===== src/rtl/useq_ctrl.sv =====
// useq_ctrl: microsequencer for the microcoded datapath.
// Owns the micro-program counter, a small return stack and the
// IDLE/RUN/WAIT/HALT control state. All outputs are registered.
module useq_ctrl #(
  parameter int AW = 5,
  parameter int SD = 4
) (
  input  logic          clk,
  input  logic          reset_n,
  input  logic          start,
  input  logic [2:0]    br_type,
  input  logic [1:0]    cond_sel,
  input  logic [AW-1:0] br_addr,
  input  logic          flag_z,
  input  logic          flag_c,
  input  logic          flag_n,
  input  logic          ext_ready,
  output logic [AW-1:0] upc,
  output logic          busy,
  output logic          done,
  output logic          stack_err
);

  // Stack index width and occupancy width (occupancy spans 0..SD inclusive)
  localparam int IW = (SD > 1) ? $clog2(SD) : 1;
  localparam int PW = IW + 1;

  localparam logic [2:0] OP_NEXT = 3'd0;
  localparam logic [2:0] OP_JMP  = 3'd1;
  localparam logic [2:0] OP_JC   = 3'd2;
  localparam logic [2:0] OP_JNC  = 3'd3;
  localparam logic [2:0] OP_CALL = 3'd4;
  localparam logic [2:0] OP_RET  = 3'd5;
  localparam logic [2:0] OP_WAIT = 3'd6;
  localparam logic [2:0] OP_HALT = 3'd7;

  typedef enum logic [1:0] {
    S_IDLE = 2'd0,
    S_RUN  = 2'd1,
    S_WAIT = 2'd2,
    S_HALT = 2'd3
  } state_t;

  state_t        state_q, state_d;
  logic [AW-1:0] upc_q, upc_d;
  logic [PW-1:0] sp_q, sp_d;
  logic          busy_q, busy_d;
  logic          done_q, done_d;
  logic          err_q, err_d;

  // Return stack storage; contents are deliberately left unreset
  logic [AW-1:0] stk_q [SD];

  logic          push_en;
  logic [AW-1:0] upc_inc;
  logic [IW-1:0] push_idx;
  logic [IW-1:0] pop_idx;
  logic          stk_full;
  logic          stk_empty;
  logic          cond;

  // Wrapping increment; a return address of 2^AW-1 + 1 naturally stores as 0
  assign upc_inc   = upc_q + AW'(1);
  assign push_idx  = sp_q[IW-1:0];
  assign pop_idx   = sp_q[IW-1:0] - IW'(1);
  assign stk_full  = (sp_q == PW'(SD));
  assign stk_empty = (sp_q == '0);

  // Select the branch condition from the datapath flags
  always_comb begin
    cond = 1'b1;
    unique case (cond_sel)
      2'd0:    cond = flag_z;
      2'd1:    cond = flag_c;
      2'd2:    cond = flag_n;
      default: cond = 1'b1;
    endcase
  end

  // Next-state, next-upc and stack pointer decision for the coming edge
  always_comb begin
    state_d = state_q;
    upc_d   = upc_q;
    sp_d    = sp_q;
    err_d   = err_q;
    push_en = 1'b0;

    unique case (state_q)
      S_IDLE: begin
        upc_d = '0;
        if (start) begin
          state_d = S_RUN;
          sp_d    = '0;
          err_d   = 1'b0;
        end
      end

      S_RUN: begin
        unique case (br_type)
          OP_NEXT: upc_d = upc_inc;
          OP_JMP:  upc_d = br_addr;
          OP_JC:   upc_d = cond ? br_addr : upc_inc;
          OP_JNC:  upc_d = cond ? upc_inc : br_addr;
          OP_CALL: begin
            if (stk_full) begin
              err_d   = 1'b1;
              state_d = S_HALT;
            end else begin
              push_en = 1'b1;
              sp_d    = sp_q + PW'(1);
              upc_d   = br_addr;
            end
          end
          OP_RET: begin
            if (stk_empty) begin
              err_d   = 1'b1;
              state_d = S_HALT;
            end else begin
              sp_d  = sp_q - PW'(1);
              upc_d = stk_q[pop_idx];
            end
          end
          OP_WAIT: begin
            if (ext_ready) upc_d = upc_inc;
            else           state_d = S_WAIT;
          end
          default: state_d = S_HALT;
        endcase
      end

      // Sequencing fields are ignored while stalled
      S_WAIT: begin
        if (ext_ready) begin
          upc_d   = upc_inc;
          state_d = S_RUN;
        end
      end

      default: begin
        if (start) begin
          state_d = S_RUN;
          upc_d   = '0;
          sp_d    = '0;
          err_d   = 1'b0;
        end
      end
    endcase

    busy_d = (state_d == S_RUN) || (state_d == S_WAIT);
    done_d = (state_d == S_HALT);
  end

  // Control state and registered outputs, cleared asynchronously
  always_ff @(posedge clk or negedge reset_n) begin
    if (!reset_n) begin
      state_q <= S_IDLE;
      upc_q   <= '0;
      sp_q    <= '0;
      busy_q  <= 1'b0;
      done_q  <= 1'b0;
      err_q   <= 1'b0;
    end else begin
      state_q <= state_d;
      upc_q   <= upc_d;
      sp_q    <= sp_d;
      busy_q  <= busy_d;
      done_q  <= done_d;
      err_q   <= err_d;
    end
  end

  // Return-address write on a successful CALL
  always_ff @(posedge clk) begin
    if (push_en) stk_q[push_idx] <= upc_inc;
  end

  assign upc       = upc_q;
  assign busy      = busy_q;
  assign done      = done_q;
  assign stack_err = err_q;

endmodule


===== config.mk =====
export PLATFORM = sky130hd
export DESIGN_NAME = useq_ctrl
export DESIGN_NICKNAME = d
export VERILOG_FILES = /design/src/rtl/useq_ctrl.sv
export SDC_FILE = /design/constraint.sdc
export NUM_CORES = 1
export LEC_CHECK = 0
export CAP_MARGIN = 5
export CORE_MARGIN = 1.5
export CORE_UTILIZATION = 50
export CTS_CLUSTER_DIAMETER = 60
export CTS_CLUSTER_SIZE = 8
export DETAILED_ROUTE_END_ITERATION = 10
export PLACE_DENSITY = 0.71
export RECOVER_POWER = 50
export SYNTH_ARGS = -nofsm -noshare
export SYNTH_HDL_FRONTEND = slang
export SYNTH_SLANG_ARGS = --single-unit
export TNS_END_PERCENT = 10

===== constraint.sdc =====
create_clock -name clk -period 2.9 [get_ports clk]
set_input_delay 0.87 -clock clk [delete_from_list [all_inputs] [get_ports clk]]
set_output_delay 0.87 -clock clk [all_outputs]
set_load 0.005 [all_outputs]

==> impl_metrics.csv <==
group,metric,value,unit
run_status,status,"completed",
global_route,antenna_found_initial,0,
clock_network,post_cts_buffers,0,
timing,setup_ws,0.328,ns
job,maxCapViolations,0,
clock_network,clock_sinks,33,
timing,whs,0.559,ns
floorplanning,num_rows,23,
setup_path,startpoint,"cond_sel[0]",
power_and_ir_drop,p_seq_frac,0.338,
setup_path,reg2reg_from,"state_q[1]",
cells_and_area,instances_no_fill,286,
floorplanning,fp.dieW,68.4,µm
cells_and_area,final.fill_count,314,
yosys,synth.top_cell.area_share,0.281,
cells_and_area,postLayoutCoreUtil,0.638,
hold_path,holdCritStartpoint,"stack_err",
timing,drv_slew,0,
timing,min_period,2.57,ns
setup_path,crit_path_end_kind,"flip-flop",
power_and_ir_drop,ir_drop,0.000433,V
yosys,ys_top_cells_by_count,"20 x edfxtp_1, 15 x nand2_1, 13 x dfrtp_1",
setup_path,rr_worst_depth,7,
detailed_routing,antenna_left,0,
clock_network,htreeDepth,2,
yosys,async_reset_ff_frac,0.394,
power_and_ir_drop,cell_internal_pwr,1.36,mW
setup_path,cp_max_fo,4,
yosys,yosysTopAreaCell,"edfxtp_1",
timing,hold_viol,0,
hold_path,hold_depth,2,
clock_network,cts_resized,0,
floorplanning,core,4060,µm²
yosys,syn_nets,231,
timing,fin_crit_sh,0.887,
power_and_ir_drop,pwr-share-clk,0.198,
clock_network,clockRootBuffer,"clkbuf_8",
timing,worst_pin_slew,0.722,ns
setup_path,worstSetupEndpoint,"upc[0]",
hold_path,hold_path_class,"flip-flop to flip-flop",
setup_path,r2r_end,"upc[0]",
yosys,synth_edf_count,20,
floorplanning,start_util,0.526,
global_route,gr-total-overflow,0,
yosys,synth_seq_cells,33,
setup_path,critical_path_arrival,2.74,ns
placement,port_buffers,24,
yosys,synth_area_leaders,"edfxtp_1 28%, dfrtp_1 15%, ha_1 5.3%",
timing,fmax,0.389,GHz
clock_network,cts_max_path_buffers,2,
cells_and_area,drive_above_1_share,0.136,
setup_path,slowest_delay,0.52,ns
power_and_ir_drop,combPwrFrac,0.464,
clock_network,worstSkewPairLatency,0.29,ns
clock_network,cts_tree,"done",
power_and_ir_drop,power.total,2.18,mW
setup_path,cp_cell_sequence,"clkdlybuf4s50_1, mux2_2, o211a_2, mux2i_2, o31ai_1, a221o_1",
floorplanning,dieHeight,68.4,µm
yosys,yosysSeqAreaShare,0.434,
cells_and_area,syn_to_final_growth,21.3,%
floorplanning,die_area,4670,µm²
detailed_routing,via_per_inst,6.13,
global_route,grt_usage,0.242,
global_route,grt_max_degree,15,
floorplanning,io_pins,25,
placement,dp_slack,0.0393,ns
detailed_routing,initialDrtViolationCount,175,
detailed_routing,dr.pass1.iters,4,
timing,rsz0062_at_grt,"no",
clock_network,cts-hold-fix-buffers,0,
yosys,syn_area,2140,µm²
clock_network,cts_buffers,5,
cells_and_area,antenna_cells,0,
cells_and_area,fin_area,2590,µm²
yosys,syn_area_per_cell,10.5,µm²
timing,maxSlewHeadroom,0.517,
placement,placedCellCount,278,
yosys,synth_cells,204,
power_and_ir_drop,p_sw_frac,0.379,
timing,finClkSkew,0.00568,ns
yosys,synthFlopType,"edfxtp_1",
setup_path,cp_slowest_cell,"clkdlybuf4s50_1",
placement,hpwl,3.78,mm
placement,gp_congestion,0.890,
yosys,yosysMostFrequentCell,"edfxtp_1",
yosys,synth.distinct_cells,60,
timing,tns,0,ns
setup_path,worst_ep_required_time,3.07,ns
power_and_ir_drop,power.density,843,nW/µm²
setup_path,worst_setup_path_start_kind,"input pin",
detailed_routing,drc,0,
power_and_ir_drop,power.leakage,1.00,nW
global_route,grt_pass1_wl,8.14,mm
setup_path,r2r_slack,0.74,ns
clock_network,clk_pin_slew,0.08,ns
setup_path,path_class,"input pin to flip-flop",
detailed_routing,drt-total-wl,5.01,mm
detailed_routing,avgRoutedWirePerCell,17.5,µm
detailed_routing,vias,1753,
placement,postPlaceCellArea,2480,µm²
yosys,ys_warn_count,0,
timing,setup_viol,0,
global_route,grt_pass1_vias,1687,
cells_and_area,nets,262,
power_and_ir_drop,p_switching,0.828,mW
state kept, by name, summed over array words and instances, names as in the netlist:
name       count
sp_q           3
stk_q         20
busy           1
state_q        2
upc            5
done           1
stack_err      1
critical path: cells and delay by family:
kind | cells | cell delay, ns
AO/OA/AOI/OAI | 3 | 0.72
buffers and inverters | 1 | 0.52
multiplexers | 2 | 0.62
logic make-up after synthesis:
| kind of cell | count (synthesis) | share of synthesized area |
|---|---|---|
| AND/OR/NAND/NOR | 67 | 0.179 |
| flip-flops | 33 | 0.434 |
| adder cells (fa/ha/maj) | 10 | 0.0621 |
| XOR/XNOR | 7 | 0.0287 |
| multiplexers | 12 | 0.0838 |
| buffers and inverters | 24 | 0.0457 |
| AO/OA/AOI/OAI | 51 | 0.167 |
cell usage in the layout, fill, tap and decap left out, types with 3 or more instances in the layout:
master,synthesis,layout
nand4_1,5,5
mux4_2,4,4
nand2b_1,3,3
ha_1,9,9
dlygate4sd3_1,0,4
clkdlybuf4s50_1,0,20
nand2_1,15,15
o21ai_1,4,4
a22oi_1,3,3
xnor2_1,3,3
o21a_1,3,3
clkbuf_8,0,5
nor2b_1,8,8
xor2_1,4,4
and2_1,3,3
a31oi_1,6,6
nor3_1,4,4
dfrtp_1,13,13
nor2_1,5,5
nand3_1,7,7
mux2i_1,3,3
inv_1,10,10
edfxtp_1,20,20
buf_4,0,13
a21oi_1,6,6
o21ai_0,6,6
o211ai_1,3,3
layout make-up:
class                      instances  area [µm²]  area share
clock buffer                       5        68.8      0.0266
clock inverter                     3        41.3      0.0159
inverter                          11        41.3      0.0159
multi-input combinational        147        1110       0.429
sequential                        33         926       0.357
tap                               50        62.6      0.0242
timing repair buffer              37         338       0.130
power groups by stage:
stage | registers (mW) | logic, mW | clock network, mW
5_1_grt | 0.753 | 1.13 | 0.453
3_3_place_gp | 0.736 | 0.995 | 0
4_1_cts | 0.736 | 1.02 | 0.437
2_1_floorplan | 0.709 | 0.704 | 0
6_report | 0.739 | 1.01 | 0.432
3_5_place_dp | 0.746 | 1.02 | 0
worst min path at each step:
stage	endpoint	slack (ns)
after floorplan	stack_err	0.52
after global placement	stack_err	0.52
after detailed placement	stack_err	0.55
after CTS	stack_err	0.57
after global routing	stack_err	0.61
final	stack_err	0.56
routing by layer:
| layer | up-vias | GRT usage | routed length [µm] |
|---|---|---|---|
| met3 | 4 | 0.0543 | 300 |
| li1 | 827 | - | - |
| met4 | 0 | 0.0750 | 40 |
| met5 | - | 0 | 0 |
| met1 | 866 | 0.337 | 2350 |
| met2 | 56 | 0.376 | 2320 |
No activity file was read; power rests on OpenSTA's default activity.
